--- src/rtl/rst_seq_if.sv ---
// Soft-reset handshake and sequenced reset/enable outputs of rst_seq_ctrl.
// The master side requests soft resets and observes the sequence; the controller is the slave.
interface rst_seq_if #(
    parameter int N_BLK = 4
);
    logic             soft_rst_req;
    logic             soft_rst_ack;
    logic [N_BLK-1:0] blk_rst_n;
    logic             cnt_en;
    logic             ready;

    modport master (
        output soft_rst_req,
        input  soft_rst_ack,
        input  blk_rst_n,
        input  cnt_en,
        input  ready
    );

    modport slave (
        input  soft_rst_req,
        output soft_rst_ack,
        output blk_rst_n,
        output cnt_en,
        output ready
    );
endinterface

--- src/rtl/rst_seq_ctrl.sv ---
// Reset/enable sequencer for the Gray counter datapath: synchronizes rst_n release,
// releases sub-block resets in order, then enables counting; soft requests replay it.
//
//  state     | meaning
//  ----------+-----------------------------------------------------------
//  S_SYNC    | waiting for the rst_n deassertion synchronizer to fill
//  S_HOLD    | all blk_rst_n low for HOLD_CYC cycles
//  S_RELEASE | releasing blk_rst_n bits one at a time, REL_GAP apart
//  S_RUN     | sequence complete, cnt_en/ready high, soft requests served
module rst_seq_ctrl #(
    parameter int N_BLK       = 4,
    parameter int SYNC_STAGES = 2,
    parameter int HOLD_CYC    = 4,
    parameter int REL_GAP     = 3
) (
    input  logic         clk,
    input  logic         rst_n,
    rst_seq_if.slave     bus
);
    localparam int MX = (HOLD_CYC > REL_GAP) ? HOLD_CYC : REL_GAP;
    localparam int CW = $clog2(MX + 1);
    localparam int IW = $clog2(N_BLK + 1);
    // The state register's exit from S_SYNC acts as the final synchronizer stage.
    localparam int SW = SYNC_STAGES - 1;

    typedef enum logic [1:0] {
        S_SYNC    = 2'd0,
        S_HOLD    = 2'd1,
        S_RELEASE = 2'd2,
        S_RUN     = 2'd3
    } state_t;

    state_t        state;
    logic [SW-1:0] sync_q;
    logic [CW-1:0] cnt;
    logic [IW-1:0] idx;

    always_ff @(posedge clk or negedge rst_n) begin
        if (!rst_n) begin
            state            <= S_SYNC;
            sync_q           <= '0;
            cnt              <= '0;
            idx              <= '0;
            bus.blk_rst_n    <= '0;
            bus.cnt_en       <= 1'b0;
            bus.ready        <= 1'b0;
            bus.soft_rst_ack <= 1'b0;
        end else begin
            sync_q <= (sync_q << 1) | SW'(1);
            if (!bus.soft_rst_req) begin
                bus.soft_rst_ack <= 1'b0;
            end
            case (state)
                S_SYNC: begin
                    if (sync_q[SW-1]) begin
                        state <= S_HOLD;
                        cnt   <= '0;
                        idx   <= '0;
                    end
                end
                S_HOLD: begin
                    if (cnt == CW'(HOLD_CYC - 1)) begin
                        state         <= S_RELEASE;
                        cnt           <= '0;
                        idx           <= IW'(1);
                        bus.blk_rst_n <= (bus.blk_rst_n << 1) | N_BLK'(1);
                    end else begin
                        cnt <= cnt + CW'(1);
                    end
                end
                S_RELEASE: begin
                    if (idx == IW'(N_BLK)) begin
                        state            <= S_RUN;
                        cnt              <= '0;
                        bus.cnt_en       <= 1'b1;
                        bus.ready        <= 1'b1;
                        // A request still pending at completion is acked, never replayed.
                        bus.soft_rst_ack <= bus.soft_rst_req;
                    end else if (cnt == CW'(REL_GAP - 1)) begin
                        cnt           <= '0;
                        idx           <= idx + IW'(1);
                        bus.blk_rst_n <= (bus.blk_rst_n << 1) | N_BLK'(1);
                    end else begin
                        cnt <= cnt + CW'(1);
                    end
                end
                S_RUN: begin
                    if (bus.soft_rst_req && !bus.soft_rst_ack) begin
                        state         <= S_HOLD;
                        cnt           <= '0;
                        idx           <= '0;
                        bus.blk_rst_n <= '0;
                        bus.cnt_en    <= 1'b0;
                        bus.ready     <= 1'b0;
                    end
                end
                default: state <= S_SYNC;
            endcase
        end
    end
endmodule

--- src/flat_wrapper.sv ---
// flat-port wrapper written by rule: the top's interface ports become plain ports
module rst_seq_ctrl_flat 
#(
    parameter int N_BLK       = 4,
    parameter int SYNC_STAGES = 2,
    parameter int HOLD_CYC    = 4,
    parameter int REL_GAP     = 3
)
  (clk, rst_n, bus_soft_rst_req, bus_soft_rst_ack, bus_blk_rst_n, bus_cnt_en, bus_ready);
  rst_seq_if #(.N_BLK(N_BLK)) bus_i ();
  input  logic clk;
  input  logic rst_n;
  input wire logic [$bits(bus_i.soft_rst_req)-1:0] bus_soft_rst_req;
  output wire logic [$bits(bus_i.soft_rst_ack)-1:0] bus_soft_rst_ack;
  output wire logic [$bits(bus_i.blk_rst_n)-1:0] bus_blk_rst_n;
  output wire logic [$bits(bus_i.cnt_en)-1:0] bus_cnt_en;
  output wire logic [$bits(bus_i.ready)-1:0] bus_ready;
  assign bus_i.soft_rst_req = bus_soft_rst_req;
  assign bus_soft_rst_ack = bus_i.soft_rst_ack;
  assign bus_blk_rst_n = bus_i.blk_rst_n;
  assign bus_cnt_en = bus_i.cnt_en;
  assign bus_ready = bus_i.ready;
  rst_seq_ctrl #(.N_BLK(N_BLK), .SYNC_STAGES(SYNC_STAGES), .HOLD_CYC(HOLD_CYC), .REL_GAP(REL_GAP)) u_core (.clk(clk), .rst_n(rst_n), .bus(bus_i));
endmodule
--- config.mk ---
export PLATFORM = sky130hd
export DESIGN_NAME = rst_seq_ctrl_flat
export DESIGN_NICKNAME = d
export VERILOG_FILES = /design/src/rtl/rst_seq_if.sv /design/src/rtl/rst_seq_ctrl.sv /design/src/flat_wrapper.sv
export SDC_FILE = /design/constraint.sdc
export NUM_CORES = 1
export LEC_CHECK = 0
export BUFFER_PORTS_ARGS = -buffer_cell sky130_fd_sc_hd__clkbuf_2
export CAP_MARGIN = 0
export CORE_MARGIN = 4
export CORE_UTILIZATION = 50
export DETAILED_ROUTE_END_ITERATION = 7
export PLACE_DENSITY = 0.69
export RECOVER_POWER = 50
export SYNTH_ARGS = -nofsm -noshare
export SYNTH_HDL_FRONTEND = slang
export SYNTH_SLANG_ARGS = --single-unit
--- constraint.sdc ---
create_clock -name clk -period 4.16 [get_ports clk]
set_input_delay 0.416 -clock clk [delete_from_list [all_inputs] [get_ports clk]]
set_output_delay 0.416 -clock clk [all_outputs]
set_load 0.1 [all_outputs]
# Word level (Yosys, flattened, before mapping)
# Cells that the tools add are included.
# op_classes
order_cmp	0
shift	0
reduce_logical	10
bitwise_logic	0
n_mux	26
add_sub_neg	2
eq_ne	12
multipliers	0
div	0
# op_table
cell	n
3-bit two-way mux	8
3-bit one-hot mux with 4 select lines	2
4-bit two-way mux	4
4-bit one-hot mux with 3 select lines	1
2-bit by 1-bit inequality test with 1-bit output (second input constant)	5
5-bit AND reduction	2
2-bit two-way mux	4
2-bit one-hot mux with 4 select lines	1
3-bit by 1-bit adder with 3-bit output (second input constant)	2
3-bit by 2-bit == test with 1-bit output (second input constant)	2
1-bit two-way mux	5
2-bit == test (second input constant)	2
4-bit AND reduction	1
3-bit == test (second input constant)	1
3-bit AND reduction	1
3-bit nonzero test	1
2-bit by 1-bit == test with 1-bit output (second input constant)	1
2-bit zero test	1
2-bit inequality test (second input constant)	1
1-bit one-hot mux with 2 select lines	1
2-bit AND reduction	1
2-bit nonzero test	1
1-bit logical AND	1
1-bit zero test	1
# totals
memories	0
ramBits	0
reg_bits	15
latchBits	0
rom_bits	0
wordCells	57
in_bits	3

# Depth between registers and ports, before layout
# Gate-level depths: netlist of run 1.
# logic_depth
depth_word	4
depth_mapped	6
depth_no_buf	6

# Least setup slack after synthesis of run 1
# Ideal clock, no wire load.
# synth_path
path_kind	reg-to-reg
from	register u_core.bus.soft_rst_ack
to	register u_core.state[1]
setup_ns	0.125
setup_slack_ns	2.249
n_path_buf	0
period_less_slack_ns	1.911
arrival_ns	1.786
stages_incl_launch_ff	5
cell_sequence	dfrtp_1 -> nand2b_4 -> a211oi_4 -> and2_4 -> mux2_4
# synth_via
elab_chain_len	4
# synth_lines
item	line_no	text
from (decl)	rst_seq_if.sv:22	output soft_rst_ack,
from (signal assigned)	rst_seq_ctrl.sv:78	bus.soft_rst_ack <= bus.soft_rst_req;
1-bit zero test	rst_seq_ctrl.sv:88	if (bus.soft_rst_req && !bus.soft_rst_ack) begin
1-bit logical AND	rst_seq_ctrl.sv:88	
2-bit by 1-bit inequality test with 1-bit output (no line)	--	
4-bit AND reduction (no line)	--	
to (signal assigned)	rst_seq_ctrl.sv:73	state <= S_RUN;
to (signal assigned)	rst_seq_ctrl.sv:89	state <= S_HOLD;
to (signal assigned)	rst_seq_ctrl.sv:97	default: state <= S_SYNC;
to (decl)	rst_seq_ctrl.sv:33	state_t state;
# Every way passes these cells.
# A chain may end at the register's enable or synchronous reset.

# Final worst setup path of run 1
# layout_path
from	register u_core.bus.blk_rst_n[0]
to	output bus_blk_rst_n[0]
# layout_lines
item	line_no	text
from (decl)	rst_seq_if.sv:23	output blk_rst_n,
from (signal assigned)	rst_seq_ctrl.sv:66	bus.blk_rst_n <= (bus.blk_rst_n << 1) | N_BLK'(1);
from (signal assigned)	rst_seq_ctrl.sv:82	bus.blk_rst_n <= (bus.blk_rst_n << 1) | N_BLK'(1);
to (decl)	flat_wrapper.sv:15	output wire logic [$bits(bus_i.blk_rst_n)-1:0] bus_blk_rst_n;
# No word-level cell between the ends.

==> results.toml, run 1 <==
[cts]
clk_pin_slew_worst_paths_ps = 80
post-cts-setup-buffer-count = 0
cts_buffer_depth = 2
ctsResizeCount = 0
htree_levels = 1
cts_buffers = 3
holdBufCountCts = 0
cts_sinks = 15
clk_latency_ps = 280
cts_root_buf = "clkbuf_4"
cts_tree = "yes"

[detailed_routing]
ant_nets = 0
totalWireLength_mm = 1.57
vias = 644
wl_per_cell_um = 12.5
drtPass1Iterations = 2
drt_iter0_drc = 4
drc = 0
wl_met2_um = 753
top_layer_used = "met4"
met1_length_um = 741
vias_per_cell = 5.11
wl_met3_um = 60

[finish]
multi_input_area_sq_um = 549
area_growth_pct = 8.99
regArea_sq_um = 375
drive_above_1_share = 0.228
fillerInstances = 156
num_antenna_cells = 0
final_core_util = 0.596
final_common_cell = "dfrtp_1"
final_nets = 118
final_cell_mix = "15 x dfrtp_1, 13 x ha_1, 10 x inv_1, 7 x clkbuf_2"

[grt]
grt_start_max_net_pins = 16
antenna_found_initial = 0
grt_remaining_overflow = 0
grt_pass1_wl_mm = 2.86
grt_pass1_vias = 646
grt_usage = 0.143

[status]
run_status = "finished clean"

[critical_path]
critPathArrivalTime_ps = 1500
cpPeakStageDelay_ps = 860
path_cells = "clkbuf_1"
worstRegToRegCells = 6
endpoint = "bus_blk_rst_n[0]"
crit_family = "buffers and inverters"
crit_start = "u_core.bus.blk_rst_n[0]"
startpoint_type = "flop"
endpoint_kind = "primary output"
required_ps = 3740
crit_fanout = 2
timing.rr.end = "u_core.state[1]"
worst_path_max_delay_cell = "clkbuf_1"
path_class = "reg -> out"
cp.depth = 1
rrSetupSlack_ps = 2420
r2r-start = "u_core.state[1]"
crit_buf_inv = 1

[logic_synthesis]
syn_area_per_cell_sq_um = 10.8
syn_inst = 90
synth_seq_cells = 15
ys_types = 30
seq_area_frac_synth = 0.385
synth_nets = 106
yosysWarningCount = 0
synth_area_sq_um = 975

[timing]
tightest_slew_ps = 1160
period_share = 0.461
timing.fmax_mhz = 521
final-setup-viol-count = 0
tns_ps = 0
skew_ps = 1.40
fin_crit_ps = 1920
rsz0062_at_grt = "false"
fin_ws_ps = 2240
slew_violations = 0
hold_viol = 0
slew_headroom = 0.228

[place]
port_buffers = 9
gp_congestion = 0.761
place_ws_ps = 2430
place_hpwl_mm = 1.25

[job]
drv_cap = 0

[floorplanning]
initial_core_util = 0.547
rows = 15
fp.coreArea_sq_um = 1780
die-area_sq_um = 2720
die_x_um = 52.2
io-pin-count = 10
dieHeight_um = 52.2

[hold_path]
hp-class = "in -> async"
layer usage:
metal	vias up	GRT usage
met4	0	0.0383
met2	7	0.230
li1	323	-
met3	2	0.0516
met1	312	0.181
met5	-	0
cells by family after synthesis:
logic type                 synth area share
AOI/OAI and AO/OA                     0.127
DFF                                   0.385
buffers and inverters                0.0513
and+or+nand+nor                       0.153
other                               0.00385
adders and majority gates             0.167
muxes                                 0.113
how the worst min path moves through the flow:
stage	from	end	slack [ps]	cells past startpoint
global placement	rst_n	u_core.idx[0]	350	1
CTS	rst_n	u_core.cnt[1]	40	1
floorplan	rst_n	u_core.bus.blk_rst_n[0]	120	0
global route	rst_n	u_core.cnt[1]	260	1
detailed placement	rst_n	u_core.idx[0]	350	1
finish	rst_n	u_core.idx[0]	180	1
area by class of cell:
class / count / share of cell area
repair buffers: 9 / 0.0400
clock buffers: 4 / 0.0247
well taps: 25 / 0.0294
flip-flops and latches: 15 / 0.353
multi-input cells: 63 / 0.517
inverters: 10 / 0.0353
per-stage QoR:
stage	hold slack [ps]	std cells	cell area, sq um
after CTS	44.8	126	1060
final	177	126	1060
after floorplan	120	90	975
after detailed placement	354	122	1040
after global routing	262	126	1060
after global placement	351	122	1040
state kept, by name (all words and copies together) (netlist names):
name                     flops
u_core.bus.blk_rst_n         4
u_core.bus.cnt_en            1
u_core.state                 2
u_core.idx                   3
u_core.sync_q                1
u_core.cnt                   3
u_core.bus.soft_rst_ack      1
synthesized netlist by cell type (all sizes together):
cell type  count  area [sq um]
nand2b         2          20.0
ha            13           163
nor2b          7          53.8
nand2          6          25.0
a21oi          4          20.0
nand4b         1          8.76
dfrtp         15           375
a31oi          2          12.5
o31ai          1          7.51
mux2i          5          50.1
mux2           4          60.1
a21bo          2          20.0
nor2           4          15.0
and2           1          8.76
nand3          1          5.00
buf            2          12.5
o21ai          2          10.0
conb           1          3.75
a22o           1          8.76
nand3b         1          7.51
inv           10          37.5
a211oi         2          32.5
nor3           1          5.00
o22ai          2          12.5
Power of run 1 is left out: the tool's default activity adds up to more than one toggle a clock period on the data nets, which glitch-free logic cannot reach.
==> run 2: changes to the inputs <==
PLACE_DENSITY = 0.72   (was 0.69)
clock period = 1.7 ns   (was 4.16 ns; I/O delays follow)
==> run 2 against run 1 <==
- via count rose by 4.7%
- count of clock-buffer cells in the layout down 1
- sequential share of layout area decreased by 2.8 points
- critical path depth up 5
- design area increased by 9.7%
- largest cell class unchanged
- highest routed layer unchanged
==> results.toml, run 2 (same netlist as run 1, synthesis figures left out) <==
[floorplanning]
initial_core_util = 0.547
fp.coreArea_sq_um = 1780
dieHeight_um = 52.2
die-area_sq_um = 2720
rows = 15
die_x_um = 52.2
io-pin-count = 10

[hold_path]
hp-class = "in -> reg"

[critical_path]
endpoint = "u_core.state[1]"
required_ps = 1880
worstRegToRegCells = 6
endpoint_kind = "flop"
startpoint_type = "flop"
r2r-start = "u_core.cnt[0]"
rrSetupSlack_ps = 70
path_class = "reg -> reg"
crit_start = "u_core.cnt[0]"
critPathArrivalTime_ps = 1810
timing.rr.end = "u_core.state[1]"
crit_fanout = 4

[finish]
top_register = "u_core.bus.blk_rst_n"
final_cell_mix = "14 x dfrtp_1, 10 x ha_1, 8 x inv_1, 8 x clkbuf_2, 8 x buf_4"
area_growth_pct = 19.5
finalInstanceArea_sq_um = 1160
regArea_sq_um = 379
final_nets = 128
num_antenna_cells = 0
multi_input_area_sq_um = 572
fillerInstances = 154
drive_above_1_share = 0.351
largestRegisters = "u_core.bus.blk_rst_n x4, u_core.cnt x3, u_core.idx x3"
largest_reg_flops = 4
final_common_cell = "dfrtp_1"

[cts]
cts_tree = "yes"
cts_buffer_depth = 2
cts_sinks = 15
htree_levels = 1
cts_root_buf = "clkbuf_4"
clk_latency_ps = 290
clk_pin_slew_worst_paths_ps = 90
cts_buffers = 3

[timing]
fin_crit_ps = 1630
tightest_slew_ps = 801
skew_ps = 3.97
final-setup-viol-count = 0
whs_ps = 158
slew_headroom = 0.466
slew_violations = 0
period_share = 0.960
timing.fmax_mhz = 612
tns_ps = 0
hold_viol = 0

[grt]
antenna_found_initial = 0
grt_usage = 0.152
grt_start_max_net_pins = 16
grt_pass1_vias = 706
grt_pass1_wl_mm = 2.95
grt_remaining_overflow = 0

[place]
place_hpwl_mm = 1.38
post_dp_cell_area_sq_um = 1090
port_buffers = 9
gp_congestion = 0.772

[pwr]
p_switching_w = 0.00112
ir_worst_vdd_v = 0.00116
power_density_nw_per_um2 = 1970
seqPwrFrac = 0.241
p_comb_frac = 0.671
switching_share = 0.487
pwr-share-clk = 0.089
leakagePower_nw = 0.569
intPower_w = 0.00118

[detailed_routing]
drc = 0
drt_iter0_drc = 12
vias_per_cell = 4.96
drtPass1Iterations = 3
vias = 674
ant_nets = 0
totalWireLength_mm = 1.79
wl_per_cell_um = 13.2

[job]
drv_cap = 0

[status]
run_status = "finished clean"
[run 2: power by group through the flow]
| stage | Sequential [W] | Clock, W | Combinational [W] |
|---|---|---|---|
| finish | 0.000553 | 0.000204 | 0.00154 |
| floorplan | 0.000875 | 0 | 0.000865 |
| CTS | 0.000550 | 0.000215 | 0.00152 |
| global placement | 0.000549 | 0 | 0.00149 |
| global route | 0.000571 | 0.000233 | 0.00167 |
| detailed placement | 0.000557 | 0 | 0.00152 |
[run 2: timing repair]
action                                  in CTS  in global routing
hold buffers                                 1                  0
endpoints found under the hold margin       15                  0
resized for setup                            0                  7
buffers inserted                             0                  2
endpoints found under the setup margin       0                  6
[run 2: area by class of cell]
type	count	share of cell area
inverter	10	0.0322
clock inverter	1	0.00430
multi-input combinational	63	0.491
tap	25	0.0269
clock buffer	3	0.0193
sequential	15	0.325
timing repair buffer	19	0.101
[run 2: worst min-delay path by stage]
stage	startpoint	end	slack, ps	depth (start not counted)
2_1_floorplan	rst_n	u_core.bus.blk_rst_n[0]	-130	0
3_3_place_gp	rst_n	u_core.idx[0]	100	1
3_5_place_dp	rst_n	u_core.idx[1]	110	1
4_1_cts	bus_soft_rst_req	u_core.bus.soft_rst_ack	150	2
5_1_grt	bus_soft_rst_req	u_core.bus.soft_rst_ack	160	2
6_report	bus_soft_rst_req	u_core.bus.soft_rst_ack	160	2
[run 2: stage by stage]
step / setup slack, ps / std cells / utilization / power [W]
after detailed placement: 16.0 / 129 / 0.614 / 0.00207
after global routing: -23.8 / 136 / 0.653 / 0.00247
after floorplan: 18.1 / 90 / - / 0.00174
after CTS: 0.869 / 134 / 0.635 / 0.00229
final: 67.2 / 136 / 0.653 / 0.00230
after global placement: 50.6 / 129 / 0.614 / 0.00204
[run 2: worst max-delay path, cell delays in order (launching register included)]
cell and delay, ps:
dfrtp_1 400, ha_2 230, ha_4 150, nor2b_4 50, a211oi_4 210, and2_4 190
mux2_4 290
[run 2: metal layers]
| metal | routed length, um | global-route usage | share of wire |
|---|---|---|---|
| met5 | 0 | 0 | 0 |
| met4 | 32 | 0.0766 | 0.018 |
| met3 | 52 | 0.0258 | 0.029 |
| met2 | 885 | 0.253 | 0.49 |
| met1 | 818 | 0.186 | 0.46 |
No activity file was read; power rests on OpenSTA's default activity.
